`src/rtl/mc_ctrl_fsm.sv`:
```
// Multi-cycle RISC datapath controller.
// Moore FSM with memory-handshake stalls and a sticky illegal flag.
module mc_ctrl_fsm #(
  parameter int OP_W    = 6,
  parameter int ALUOP_W = 2,
  parameter int EN_ADDI = 1
) (
  input  logic               clk,
  input  logic               rst_n,
  input  logic [OP_W-1:0]    opcode,
  input  logic               mem_ready,
  output logic               pc_wr,
  output logic               pc_wr_cond,
  output logic               iord,
  output logic               ir_wr,
  output logic               mem_rd,
  output logic               mem_wr,
  output logic               reg_wr,
  output logic               reg_dst,
  output logic               mem_to_reg,
  output logic               alu_src_a,
  output logic [1:0]         alu_src_b,
  output logic [1:0]         pc_src,
  output logic [ALUOP_W-1:0] alu_op,
  output logic [3:0]         state,
  output logic               retire,
  output logic               illegal
);

  typedef enum logic [3:0] {
    S_FETCH  = 4'd0,
    S_DECODE = 4'd1,
    S_MEMADR = 4'd2,
    S_MEMRD  = 4'd3,
    S_MEMWB  = 4'd4,
    S_MEMWR  = 4'd5,
    S_EXEC   = 4'd6,
    S_RWB    = 4'd7,
    S_BRANCH = 4'd8,
    S_JUMP   = 4'd9,
    S_IEXEC  = 4'd10,
    S_IWB    = 4'd11,
    S_TRAP   = 4'd12
  } state_e;

  localparam logic [5:0] OPC_RTYPE = 6'b000000;
  localparam logic [5:0] OPC_LW    = 6'b100011;
  localparam logic [5:0] OPC_SW    = 6'b101011;
  localparam logic [5:0] OPC_BEQ   = 6'b000100;
  localparam logic [5:0] OPC_J     = 6'b000010;
  localparam logic [5:0] OPC_ADDI  = 6'b001000;

  localparam logic [1:0] SRCB_REG  = 2'b00;
  localparam logic [1:0] SRCB_FOUR = 2'b01;
  localparam logic [1:0] SRCB_IMM  = 2'b10;
  localparam logic [1:0] SRCB_IMMS = 2'b11;

  localparam logic [1:0] PCS_ALU   = 2'b00;
  localparam logic [1:0] PCS_OUT   = 2'b01;
  localparam logic [1:0] PCS_JMP   = 2'b10;

  localparam logic [1:0] AOP_FUNCT = 2'b00;
  localparam logic [1:0] AOP_ADD   = 2'b01;
  localparam logic [1:0] AOP_SUB   = 2'b10;

  state_e state_q;
  state_e state_d;
  logic   illegal_q;
  logic   illegal_d;

  logic       is_rtype;
  logic       is_lw;
  logic       is_sw;
  logic       is_beq;
  logic       is_j;
  logic       is_addi;
  logic [1:0] aop;

  assign is_rtype = (opcode == OP_W'(OPC_RTYPE));
  assign is_lw    = (opcode == OP_W'(OPC_LW));
  assign is_sw    = (opcode == OP_W'(OPC_SW));
  assign is_beq   = (opcode == OP_W'(OPC_BEQ));
  assign is_j     = (opcode == OP_W'(OPC_J));
  assign is_addi  = (EN_ADDI != 0)
                 && (opcode == OP_W'(OPC_ADDI));

  // State and sticky illegal flag; reset aborts any instruction
  always_ff @(posedge clk or negedge rst_n) begin
    if (!rst_n) begin
      state_q   <= S_FETCH;
      illegal_q <= 1'b0;
    end else begin
      state_q   <= state_d;
      illegal_q <= illegal_d;
    end
  end

  // Next-state: memory states wait on mem_ready, DECODE dispatches
  always_comb begin
    state_d   = state_q;
    illegal_d = illegal_q;
    unique case (state_q)
      S_FETCH: begin
        if (mem_ready) state_d = S_DECODE;
      end
      S_DECODE: begin
        unique case (1'b1)
          is_rtype:       state_d = S_EXEC;
          is_lw || is_sw: state_d = S_MEMADR;
          is_beq:         state_d = S_BRANCH;
          is_j:           state_d = S_JUMP;
          is_addi:        state_d = S_IEXEC;
          default:        state_d = S_TRAP;
        endcase
      end
      S_MEMADR: begin
        state_d = is_sw ? S_MEMWR : S_MEMRD;
      end
      S_MEMRD: begin
        if (mem_ready) state_d = S_MEMWB;
      end
      S_MEMWB:  state_d = S_FETCH;
      S_MEMWR: begin
        if (mem_ready) state_d = S_FETCH;
      end
      S_EXEC:   state_d = S_RWB;
      S_RWB:    state_d = S_FETCH;
      S_BRANCH: state_d = S_FETCH;
      S_JUMP:   state_d = S_FETCH;
      S_IEXEC:  state_d = S_IWB;
      S_IWB:    state_d = S_FETCH;
      S_TRAP:   state_d = S_TRAP;
      default:  state_d = S_FETCH;
    endcase
    if (state_d == S_TRAP) illegal_d = 1'b1;
  end

  // Moore decode; FETCH write strobes wait for the memory and reset
  always_comb begin
    pc_wr      = 1'b0;
    pc_wr_cond = 1'b0;
    iord       = 1'b0;
    ir_wr      = 1'b0;
    mem_rd     = 1'b0;
    mem_wr     = 1'b0;
    reg_wr     = 1'b0;
    reg_dst    = 1'b0;
    mem_to_reg = 1'b0;
    alu_src_a  = 1'b0;
    alu_src_b  = SRCB_REG;
    pc_src     = PCS_ALU;
    aop        = AOP_FUNCT;
    retire     = 1'b0;
    unique case (state_q)
      S_FETCH: begin
        mem_rd    = 1'b1;
        alu_src_b = SRCB_FOUR;
        aop       = AOP_ADD;
        pc_src    = PCS_ALU;
        ir_wr     = mem_ready & rst_n;
        pc_wr     = mem_ready & rst_n;
      end
      S_DECODE: begin
        alu_src_b = SRCB_IMMS;
        aop       = AOP_ADD;
      end
      S_MEMADR: begin
        alu_src_a = 1'b1;
        alu_src_b = SRCB_IMM;
        aop       = AOP_ADD;
      end
      S_MEMRD: begin
        mem_rd = 1'b1;
        iord   = 1'b1;
      end
      S_MEMWB: begin
        reg_wr     = 1'b1;
        mem_to_reg = 1'b1;
        retire     = 1'b1;
      end
      S_MEMWR: begin
        mem_wr = 1'b1;
        iord   = 1'b1;
        retire = mem_ready;
      end
      S_EXEC: begin
        alu_src_a = 1'b1;
        alu_src_b = SRCB_REG;
        aop       = AOP_FUNCT;
      end
      S_RWB: begin
        reg_wr  = 1'b1;
        reg_dst = 1'b1;
        retire  = 1'b1;
      end
      S_BRANCH: begin
        alu_src_a  = 1'b1;
        alu_src_b  = SRCB_REG;
        aop        = AOP_SUB;
        pc_wr_cond = 1'b1;
        pc_src     = PCS_OUT;
        retire     = 1'b1;
      end
      S_JUMP: begin
        pc_wr  = 1'b1;
        pc_src = PCS_JMP;
        retire = 1'b1;
      end
      S_IEXEC: begin
        alu_src_a = 1'b1;
        alu_src_b = SRCB_IMM;
        aop       = AOP_ADD;
      end
      S_IWB: begin
        reg_wr = 1'b1;
        retire = 1'b1;
      end
      S_TRAP: begin
        retire = 1'b0;
      end
      default: begin
        retire = 1'b0;
      end
    endcase
  end

  assign alu_op  = ALUOP_W'(aop);
  assign state   = state_q;
  assign illegal = illegal_q;

endmodule

```
`config.mk`:
```
export PLATFORM = sky130hd
export DESIGN_NAME = mc_ctrl_fsm
export DESIGN_NICKNAME = d
export VERILOG_FILES = /design/src/rtl/mc_ctrl_fsm.sv
export SDC_FILE = /design/constraint.sdc
export NUM_CORES = 1
export LEC_CHECK = 0
export CORE_ASPECT_RATIO = 0.9
export CORE_MARGIN = 3
export CORE_UTILIZATION = 35
export DETAILED_ROUTE_END_ITERATION = 8
export PLACE_DENSITY = 0.7
export SLEW_MARGIN = 0
export SYNTH_ARGS = -nofsm -noshare
export SYNTH_HDL_FRONTEND = slang
export SYNTH_SLANG_ARGS = --single-unit
```
`constraint.sdc`:
```
create_clock -name clk -period 1.7 [get_ports clk]
set_input_delay 0.17 -clock clk [delete_from_list [all_inputs] [get_ports clk]]
set_output_delay 0.17 -clock clk [all_outputs]
set_load 0.02 [all_outputs]
```
==> impl_metrics.ini <==
[yosys]
synth_compound_area_frac = 0.2443
yosys_warnings = 0
yosys-mux-area-fraction = 0
synth_top_family_by_area = simple AND/OR/NAND/NOR gates
synth.yosys.seq_area_share = 0.1908
synth.most_common_cell = nor2_1
yosys.area.top_type_share = 0.1908
syn_inst = 89
synthSimpleGateAreaFrac = 0.4237
async_flop_share = 1.000
yosys.area.top_type = dfrtp_1
avgSynthCellArea_um2 = 7.367
syn_area_um2 = 655.6
synth_cell_types = 42
ys_top_cells_by_area = dfrtp_1 19%, nor2_1 9.2%, nand2_1 5.2%
ys_seq_elements = 5
synthAdderAreaFrac = 0
synthXorXnorAreaFrac = 0.02672
synth_nets = 98
ys.flop_type = dfrtp_1
synth-edff-count = 0
synth_common_cells = 16 x nor2_1, 9 x nand2_1, 5 x dfrtp_1

[layout]
antennaDiodeCount = 0
design_area_um2 = 1130
area_growth_syn_to_layout_pct = 72.33
layout-drive-gt1-share = 0.4150
fin_cells = 171
layout.nets = 157

[critical_path]
cp_data_required_time_ns = 1.53
cpPeakStageDelay_ns = 0.45
cp.arrival_ns = 1.46
crit_family = flip-flops
worstSetupEndpointType = primary output
path_cells = buf_4, nand2_1, nor2_1, or2_2, buf_2
worstSetupPathType = reg -> out
critPathSlowestCell = dfrtp_2
start_kind = flop
cp.buffers_inverters = 2
critical_path.max_fanout = 8

[grt]
grt_pass1_wl_um = 3581
antenna_found_initial = 0
grt_max_degree = 10
grt_use_total = 0.1954
grt_pass1_vias = 823
grt-ovfl-total = 0

[die]
rows = 14
die_x_um = 51.62
start_util = 0.3819
fp.dieH_um = 47.06
io_pins = 31
die_area_um2 = 2429
core_area_um2 = 1717

[pwr]
clkPwrFrac = 0.068
p_comb_frac = 0.810
switching_share = 0.4902
cellPowerDensity_nw_per_um2 = 1771
vdd_drop_max_mv = 0.9261
share_seq_of_total_power = 0.122
power.internal_uw = 1020
power.switching_uw = 981.1
p_leak_uw = 0.0005286

[clock_network]
cts.clk_slew.worst_paths_ns = 0.04
root_buffer = clkbuf_4
clockBufferDepth = 2
htreeDepth = 1
clk_latency_ns = 0.24
numCtsBuffers = 3
cts_tree = yes
ctsHoldBuffers = 0
numClockSinks = 5

[placement]
io_buffers = 30
hpwl_um = 1886
gp_congestion = 0.8628
place_area_um2 = 1166
dp_cells = 166

[timing]
drv_slew = 0
hold_viol = 0
rsz0062_at_grt = yes
finalCriticalPeriod_ns = 1.631
setup-violations-final = 0
worstMarginPinSlew_ns = 0.3302
min_period_over_period = 0.9592
slew_headroom = 0.7764
tns_ns = 0
worst_hold_slack_ns = 0.2328
skew_ns = 0.006003
fmax_ghz = 0.6133

[flow_run]
maxCapViolations = 0

[route]
viasPerCell = 5.123
remaining_drc_errors = 0
drt_iter0_drc = 15
detail-route-antenna-nets = 0
vias = 876
drt_first_pass_iters = 4
wl_per_cell_um = 13.06
wirelength_um = 2233

[status]
status = complete, no violations

[worst_hold_path]
hp-class = in -> async
stage by stage:
step	power, uW	setup WS (ns)	utilization
2_1_floorplan	1169	0.008203	-
3_3_place_gp	1964	-0.1692	0.6793
3_5_place_dp	2002	-0.2232	0.6793
4_1_cts	2067	0.001686	0.6902
5_1_grt	2153	-0.02276	0.6582
6_report	2001	0.06939	0.6582
kinds of logic (layout without fill, tap and decap cells):
family                    count (synthesis)  after routing
AOI/OAI and AO/OA                        22             22
and+or+nand+nor                          50             50
xor gates and xnor gates                  2              2
DFF                                       5              5
buffers and inverters                    10             68
flip-flops by register name, summed over array words and instances (netlist names):
register,cells
illegal,1
state,4
per-layer routing:
metal	vias up	global-route usage	share of wire
met3	2	0.03175	0.070
met4	0	0.04712	0
met1	394	0.2281	0.41
li1	443	-	-
met2	37	0.3782	0.52
met5	-	0	0
worst register-to-register path: cells and delay by family (launching register included):
kind	cells	cell delay, ns
AO/OA/AOI/OAI	3	0.56
flip-flops	1	0.41
buffers and inverters	2	0.29
AND/OR/NAND/NOR	1	0.26
power by group through the flow:
stage / registers [uW] / clock network, uW / logic [uW]
floorplan: 280 / 0 / 889
global route: 256 / 150 / 1750
global placement: 239 / 0 / 1730
finish: 244 / 136 / 1620
detailed placement: 244 / 0 / 1760
CTS: 243 / 140 / 1680
final cells by class:
type | count | area [um^2]
Tap cell | 24 | 30.03
Inverter | 2 | 7.507
Multi-Input combinational cell | 74 | 470.5
Timing Repair Buffer | 62 | 466.7
Fill cell | 172 | 586.8
Sequential cell | 5 | 128.9
Clock buffer | 4 | 26.28
worst paths after layout:
check	slack [ns]	start	endpoint	depth (start not counted)
min in group clk	0.48	illegal	illegal	1
worst max register to register	0.07	state[3]	illegal	6
worst min-delay path	0.23	rst_n	state[2]	2
max in group asynchronous	1.34	rst_n	state[1]	2
worst max-delay path	0.07	state[0]	pc_wr	5
worst min register to register	0.48	illegal	illegal	1
layout by cell type (no fill, tap or decap), drive strengths merged, types with 2 or more instances in the layout:
cell type / count
buf: 39
nor2: 16
clkdlybuf4s50: 13
clkbuf: 11
nand2: 9
o21ai: 5
dfrtp: 5
nor3: 4
or2: 3
nand2b: 3
dlygate4sd2: 3
and3: 3
or2b: 3
nor4: 3
inv: 2
nor2b: 2
o22ai: 2
a21oi: 2
what timing repair did:
action                                  in CTS  in global routing
pin swaps                                    0                  1
gates resized for setup                     41                 17
setup buffers                                1                  0
endpoints found under the setup margin      17                 14
Power figures use the tool's default switching activity.
